## config.mk

```make
export PLATFORM = sky130hd
export DESIGN_NAME = derivative_power_rule_seq
export DESIGN_NICKNAME = d
export VERILOG_FILES = /design/src/rtl/derivative_power_rule_seq.sv
export SDC_FILE = /design/constraint.sdc
export NUM_CORES = 1
export LEC_CHECK = 0
export BUFFER_PORTS_ARGS = -buffer_cell sky130_fd_sc_hd__buf_2
export CORE_AREA = 2 2 99 110
export DETAILED_ROUTE_END_ITERATION = 8
export DIE_AREA = 0 0 101 112
export PLACE_DENSITY = 0.37
export SLEW_MARGIN = 30
export SYNTH_ARGS = -nofsm -noshare
export SYNTH_HDL_FRONTEND = slang
export SYNTH_SLANG_ARGS = --single-unit
```

## constraint.sdc

```tcl
create_clock -name clk -period 4.39 [get_ports clk]
set_input_delay 1.0975 -clock clk [delete_from_list [all_inputs] [get_ports clk]]
set_output_delay 1.0975 -clock clk [all_outputs]
set_load 0.02 [all_outputs]
```

## src/rtl/derivative_power_rule_seq.sv

```systemverilog
// Sequential power-rule stage: d/dx(c*x^n) = (c*n)*x^(n-1), with c*n from an iterative shift-add multiplier.
// Optional saturation of coef_out on overflow is enabled by defining DERIV_SAT_EN.
module derivative_power_rule_seq #(
  parameter int unsigned COEF_W = 8,
  parameter int unsigned EXP_W  = 4,
  parameter int unsigned OUT_W  = 8
) (
  input  logic              clk,
  input  logic              rst_n,
  input  logic              in_valid,
  output logic              in_ready,
  input  logic [COEF_W-1:0] coef_in,
  input  logic [EXP_W-1:0]  exp_in,
  output logic              out_valid,
  input  logic              out_ready,
  output logic [OUT_W-1:0]  coef_out,
  output logic [EXP_W-1:0]  exp_out,
  output logic              ovf
);

  localparam int unsigned PROD_W = COEF_W + EXP_W;
  localparam int unsigned CNT_W  = (EXP_W > 1) ? $clog2(EXP_W) : 1;

  typedef enum logic [1:0] {
    IDLE = 2'd0,
    CALC = 2'd1,
    DONE = 2'd2
  } state_e;

  state_e              state_q, state_d;
  logic [COEF_W-1:0]   c_q, c_d;
  logic [EXP_W-1:0]    n_q, n_d;
  logic [PROD_W-1:0]   acc_q, acc_d;
  logic [CNT_W-1:0]    cnt_q, cnt_d;
  logic [OUT_W-1:0]    coef_out_q, coef_out_d;
  logic [EXP_W-1:0]    exp_out_q, exp_out_d;
  logic                ovf_q, ovf_d;
  logic                out_valid_q, out_valid_d;

  logic [PROD_W-1:0]   addend_c;
  logic [PROD_W-1:0]   prod_c;
  logic                ovf_c;
  logic [OUT_W-1:0]    coef_res_c;

  // One shift-add step; on the last iteration prod_c is the exact final product.
  assign addend_c = n_q[cnt_q] ? (PROD_W'(c_q) << cnt_q) : '0;
  assign prod_c   = acc_q + addend_c;

  if (OUT_W >= PROD_W) begin : g_no_ovf
    assign ovf_c = 1'b0;
  end else begin : g_ovf
    assign ovf_c = |prod_c[PROD_W-1:OUT_W];
  end

`ifdef DERIV_SAT_EN
  assign coef_res_c = ovf_c ? {OUT_W{1'b1}} : OUT_W'(prod_c);
`else
  assign coef_res_c = OUT_W'(prod_c);
`endif

  always_ff @(posedge clk or negedge rst_n) begin
    if (!rst_n) begin
      state_q     <= IDLE;
      c_q         <= '0;
      n_q         <= '0;
      acc_q       <= '0;
      cnt_q       <= '0;
      coef_out_q  <= '0;
      exp_out_q   <= '0;
      ovf_q       <= 1'b0;
      out_valid_q <= 1'b0;
    end else begin
      state_q     <= state_d;
      c_q         <= c_d;
      n_q         <= n_d;
      acc_q       <= acc_d;
      cnt_q       <= cnt_d;
      coef_out_q  <= coef_out_d;
      exp_out_q   <= exp_out_d;
      ovf_q       <= ovf_d;
      out_valid_q <= out_valid_d;
    end
  end

  always_comb begin
    state_d     = state_q;
    c_d         = c_q;
    n_d         = n_q;
    acc_d       = acc_q;
    cnt_d       = cnt_q;
    coef_out_d  = coef_out_q;
    exp_out_d   = exp_out_q;
    ovf_d       = ovf_q;
    out_valid_d = out_valid_q;

    case (state_q)
      IDLE: begin
        if (in_valid) begin
          c_d       = coef_in;
          n_d       = exp_in;
          acc_d     = '0;
          cnt_d     = '0;
          exp_out_d = (exp_in == '0) ? '0 : exp_in - EXP_W'(1);
          // Zero exponent: derivative is the constant 0, skip the multiplier.
          if (exp_in == '0) begin
            coef_out_d  = '0;
            ovf_d       = 1'b0;
            out_valid_d = 1'b1;
            state_d     = DONE;
          end else begin
            state_d = CALC;
          end
        end
      end
      CALC: begin
        acc_d = prod_c;
        if (cnt_q == CNT_W'(EXP_W - 1)) begin
          cnt_d       = '0;
          coef_out_d  = coef_res_c;
          ovf_d       = ovf_c;
          out_valid_d = 1'b1;
          state_d     = DONE;
        end else begin
          cnt_d = cnt_q + CNT_W'(1);
        end
      end
      DONE: begin
        if (out_ready) begin
          out_valid_d = 1'b0;
          state_d     = IDLE;
        end
      end
      default: begin
        state_d = IDLE;
      end
    endcase
  end

  assign in_ready  = (state_q == IDLE);
  assign out_valid = out_valid_q;
  assign coef_out  = coef_out_q;
  assign exp_out   = exp_out_q;
  assign ovf       = ovf_q;

endmodule

```

Word-level counts from Yosys, hierarchy flattened
Cells that the tools add are included.

Register bits after elaboration: 42. Input port bits: 16. Output and inout bits: 15. Logic and storage cells: 58.

$add $sub $neg: 3. Magnitude comparators: 1. Equal/unequal tests: 7. Shift-type cells: 1. Muxes and demuxes: 27. Reductions and logical operators: 10.

Operators with widths (number): two-way mux 12 bit (2); two-way mux 8 bit (3); one-hot mux 12 bit (2 select lines) (1); one-hot mux 8 bit (2 select lines) (1); adder 12 bit (1); two-way mux 2 bit (6); << shifter 8 x 2 -> 12 bit (1); two-way mux 1 bit (8); != test 2 bit (second input constant) (3); one-hot mux 2 bit (3 select lines) (1); AND reduction 5 bit (1); equality test 2 bit (second input constant) (2); zero test 4 bit (1); two-way mux 4 bit (1); one-hot mux 2 bit (2 select lines) (1); AND reduction 2 bit (2); AND reduction 4 bit (1); OR reduction 4 bit (1); subtractor 4 x 1 -> 4 bit (second input constant) (1); less-than comparator 2 x 3 -> 1 bit (second input constant) (1); one-hot mux 1 bit (3 select lines) (1); AND reduction 3 bit (1); nonzero test 3 bit (1); adder 2 x 1 -> 2 bit (second input constant) (1); 6 further kinds (6).

Depth between registers and ports, before layout
Depth after elaboration: 7. Mapped depth: 12. Gate-level depth less buffers: 11.

Least setup slack after synthesis
No wires, ideal clock.

Path kind: register to register. From: register cnt_q[0]. To: register ovf_q (netlist: ovf). Setup time: 0.131 ns. Data arrival time: 2.790 ns. Data required time: 4.259 ns. Path slack: 1.469 ns. Stages on the path, launching flop included: 11. Buffers on the path: 1. Clock period less this slack: 2.921 ns. Path through: dfrtp_1 clkbuf_1 mux4_2 nor2b_1 ha_1 and4_1 nand2_1 a31oi_1 mux2_2 a211oi_1 a31oi_1.

Cells in the longest elaborated chain, start to end: 7. Elaborated cells between the ends (all ways): 11. Classes of those cells: add/sub (1); eq/ne (2); shift (1); mux (5); reduce/logical (2).

RTL lines: start, declared (RTL line 34) `logic [CNT_W-1:0] cnt_q, cnt_d;`; start signal, assigned (RTL line 77) `cnt_q <= cnt_d;`; binary-select mux 1 bit (select 2 bit) (RTL line 46) `assign addend_c = n_q[cnt_q] ? (PROD_W'(c_q) << cnt_q) : '0;`; two-way mux 1 bit (implied by the code) (RTL line 46); two-way mux 12 bit (RTL line 46); adder 12 bit (RTL line 47) `assign prod_c = acc_q + addend_c;`; OR reduction 4 bit (RTL line 52) `assign ovf_c = |prod_c[PROD_W-1:OUT_W];`; two-way mux 1 bit (RTL line 117) `if (cnt_q == CNT_W'(EXP_W - 1)) begin`; one-hot mux 1 bit (2 select lines) (RTL line 96) `case (state_q)`; end signal, assigned (RTL line 80) `ovf_q <= ovf_d;`; end, declared (RTL line 37) `logic ovf_q, ovf_d;`.

Several ways; a longest one is shown, not always the timed one. The select of a mux whose other input is x is not followed. A chain may end at the register's enable or synchronous reset.

Final worst setup path
From: register cnt_q[1]. To: register ovf_q (netlist: ovf).

The elaborated chain is that of the path after synthesis.

==> impl_results.md <==
* Result of the run: completed
* DR WL/cell at 14.29 um
* Global-route wire length before repair at 9.804 mm
* Yosys Warn Count at 0
* Clock buffer depth at 2
* CP arrival at ~3.6 ns
* Gr usage total at a little over a tenth
* Max Fanout on Critical Path at 15
* Clock-pin transition on the worst setup and hold timing paths at 0.07 ns
* Crit path kind: register to register
* Post-Synthesis Cell Area at 2496 um2
* Setup TNS at 0 ns
* Area added between synthesis and finish at 18.50%
* Endpoints failing setup at 0
* Fin. Hold Viols at 0
* Largest cells by area after synthesis: dfrtp_1, mux2_2, nand2_1, ha_1, mux4_2
* Share of cells above drive strength 1 at around a quarter
* Hold path cells at 2
* Chip height at 112 um
* Die extent in x at between 100 and 150 um
* Via/cell ratio at roughly 4.7
* Reg power frac at 28.5%
* Int Pwr at 1511 uW
* Syn Area/Cell at 9.866 um2
* Crit start category: register
* Ys async rst share at 100.0%
* H-Tree Depth at 2
* Post-Route WL at 5.786 mm
* Peak VDD IR at 0.2291 mV
* Largest net degree at the start of global routing at 43
* Total gr overflow at 0
* I/O Buffers at 30
* Std cell rows at 39
* Via count at 1,895
* Nets at 310
* Setup Buffers After CTS at 0
* Root Buffer Master: clkbuf_16
* Antenna viol nets, final at 0
* WHS at about 0.47 ns
* Pre-antenna DRT Iters at 4
* Initial DRC count at 109
* Switching portion of total power at 42.93%
* Power share of the combinational group at approximately 53%
* Synth Instances at 253
* Footprint of the multi-input gates at 1369 um2
* Die ar. at 11,310 um2
* Storage cell area at 1051 um2
* Core area at 10,250 um2
* Post-cts sizing count at 0
* CP required at 4.54 ns
* Max-slew violation count at 0
* Worst clock skew at around 0.012 ns
* Top cell type's share of synthesized area at between 40% and 50%
* Met3 wire length at 129 um
* EDFF count, synth at 0
* Leakage at 0.001333 uW
* Tcrit/Tclk final at approximately 79%
* Minimum clock period at 3.453 ns
* DRC at 0
* Seq cells post-synth at 42
* Hold buffer count at cts at 0
* Dpl hpwl at around 4.2 mm
* Highest Signal Layer: met4
* Vias in the first global route at 1,885
* Top_reg_cell synth: dfrtp_1
* Sequential cell area fraction in the yosys report at 42.11%
* Setup WS pre-CTS at 0.8651 ns
* Max-Cap Viols at 0
* Distinct cells, synth at 45
* Met2 routed WL at 2.650 mm
* Synth cell count leaders: dfrtp_1, nand2_1, o21ai_0
* Final core occ at just under 30%
* RSZ-0062 raised after global routing: false
* Sink Count at 42
* Cells on worst reg2reg path at 10
* GP Congestion at 0.7719
* Biggest area consumer among synthesized cells: dfrtp_1
* Clock power share at between 10% and 20%
* PD cells at slightly below 900 nW/um2
* Crit. End Element: register
* CTS Buf Count at 5
* Diode count at 0
* Slew @ Worst Pin at slightly below 0.9 ns
* Initial antenna violation count at 0
* Hold WC Path Type: register to register
* Starting Density at 24.36%
* CTS tree: yes
* Worst slew margin at between 40% and 50%
* Net switching power at 1137 uW
* Synthesized net count at 282
* Fmax at 0.2896 GHz
* # IOs at 31
* Worst-Skew Late Latency at 0.29 ns
* FILL cells at 1,097
* Final WS setup at between 0.9 and 1 ns
* Met1 wire length at a little under 3 mm
## area by class of cell
class | count | area share (%)
Sequential cell | 42 | 35.53
Timing Repair Buffer | 31 | 5.415
Clock buffer | 5 | 4.230
Inverter | 8 | 1.015
Tap cell | 123 | 5.203
Multi-Input combinational cell | 193 | 46.28
Clock inverter | 3 | 2.327
## flip-flops by register name, indices dropped and copies added, names as in the netlist
name       count
coef_out       8
c_q            8
state_q        2
ovf            1
acc_q         12
out_valid      1
n_q            4
cnt_q          2
exp_out        4
## worst paths after layout
kind | start | endpoint | slack (ns)
setup / recovery | cnt_q[1]$_DFFE_PN0P_ | ovf$_DFFE_PN0P_ | 0.94
hold / removal | coef_out[3]$_DFFE_PN0P_ | coef_out[3]$_DFFE_PN0P_ | 0.47
setup reg to reg | cnt_q[1]$_DFFE_PN0P_ | ovf$_DFFE_PN0P_ | 0.94
hold reg to reg | coef_out[3]$_DFFE_PN0P_ | coef_out[3]$_DFFE_PN0P_ | 0.47
max in group asynchronous | rst_n | coef_out[6]$_DFFE_PN0P_ | 3.18
min in group asynchronous | rst_n | exp_out[2]$_DFFE_PN0P_ | 0.80
## metal layers
metal  track usage [%]  vias up
li1                  -      973
met1             15.45      898
met2             16.93       22
met3             2.134        2
met4             3.243        0
met5                 0        -
## placed cells by master (no fill, tap or decap), types with 2 or more instances in the layout
cell	n
a211oi_1	2
a21o_1	5
a21oi_1	13
a21oi_2	2
a31oi_1	5
and3_1	2
and4_1	2
buf_2	29
buf_4	2
bufinv_16	2
clkbuf_16	5
dfrtp_1	42
ha_1	12
inv_1	8
mux2_2	15
mux2i_1	3
mux4_2	4
nand2_1	42
nand2b_1	3
nand3_1	7
nand3b_1	4
nand4_1	2
nor2_1	11
nor2_2	2
nor2b_1	6
nor3_1	5
nor4_2	2
o21ai_0	16
o22ai_1	2
o31ai_1	4
xnor2_1	6
## through the flow
| stage | power (uW) | cell area, um2 | cells |
|---|---|---|---|
| after global routing | 2909 | 2958 | 405 |
| after detailed placement | 2189 | 2764 | 397 |
| after floorplan | 1845 | 2496 | 253 |
| after CTS | 2689 | 2958 | 405 |
| after global placement | 2198 | 2759 | 397 |
| final | 2648 | 2958 | 405 |
## logic make-up after synthesis
family                     share of synthesized area (%)
AOI/OAI and AO/OA                                  15.44
xor gates and xnor gates                           2.456
buffers and inverters                              3.158
DFF                                                42.11
muxes                                              11.58
adders and majority gates                          6.817
and+or+nand+nor                                    18.45
## critical path: stages, from the launching register on
cell and delay (ns):
dfrtp_1 0.68, mux2_2 0.39, o21ai_0 0.52, nor2_1 0.12
ha_1 0.41, and4_1 0.26, nand2_1 0.06, a31oi_1 0.18
mux2_2 0.37, a211oi_1 0.21, a31oi_1 0.11
## power by group through the flow
stage	clock network (uW)	logic, uW	registers, uW
2_1_floorplan	0	1090	754
3_3_place_gp	0	1430	765
3_5_place_dp	0	1430	764
4_1_cts	503	1430	758
5_1_grt	522	1600	791
6_report	488	1410	754
Power figures use the tool's default switching activity.
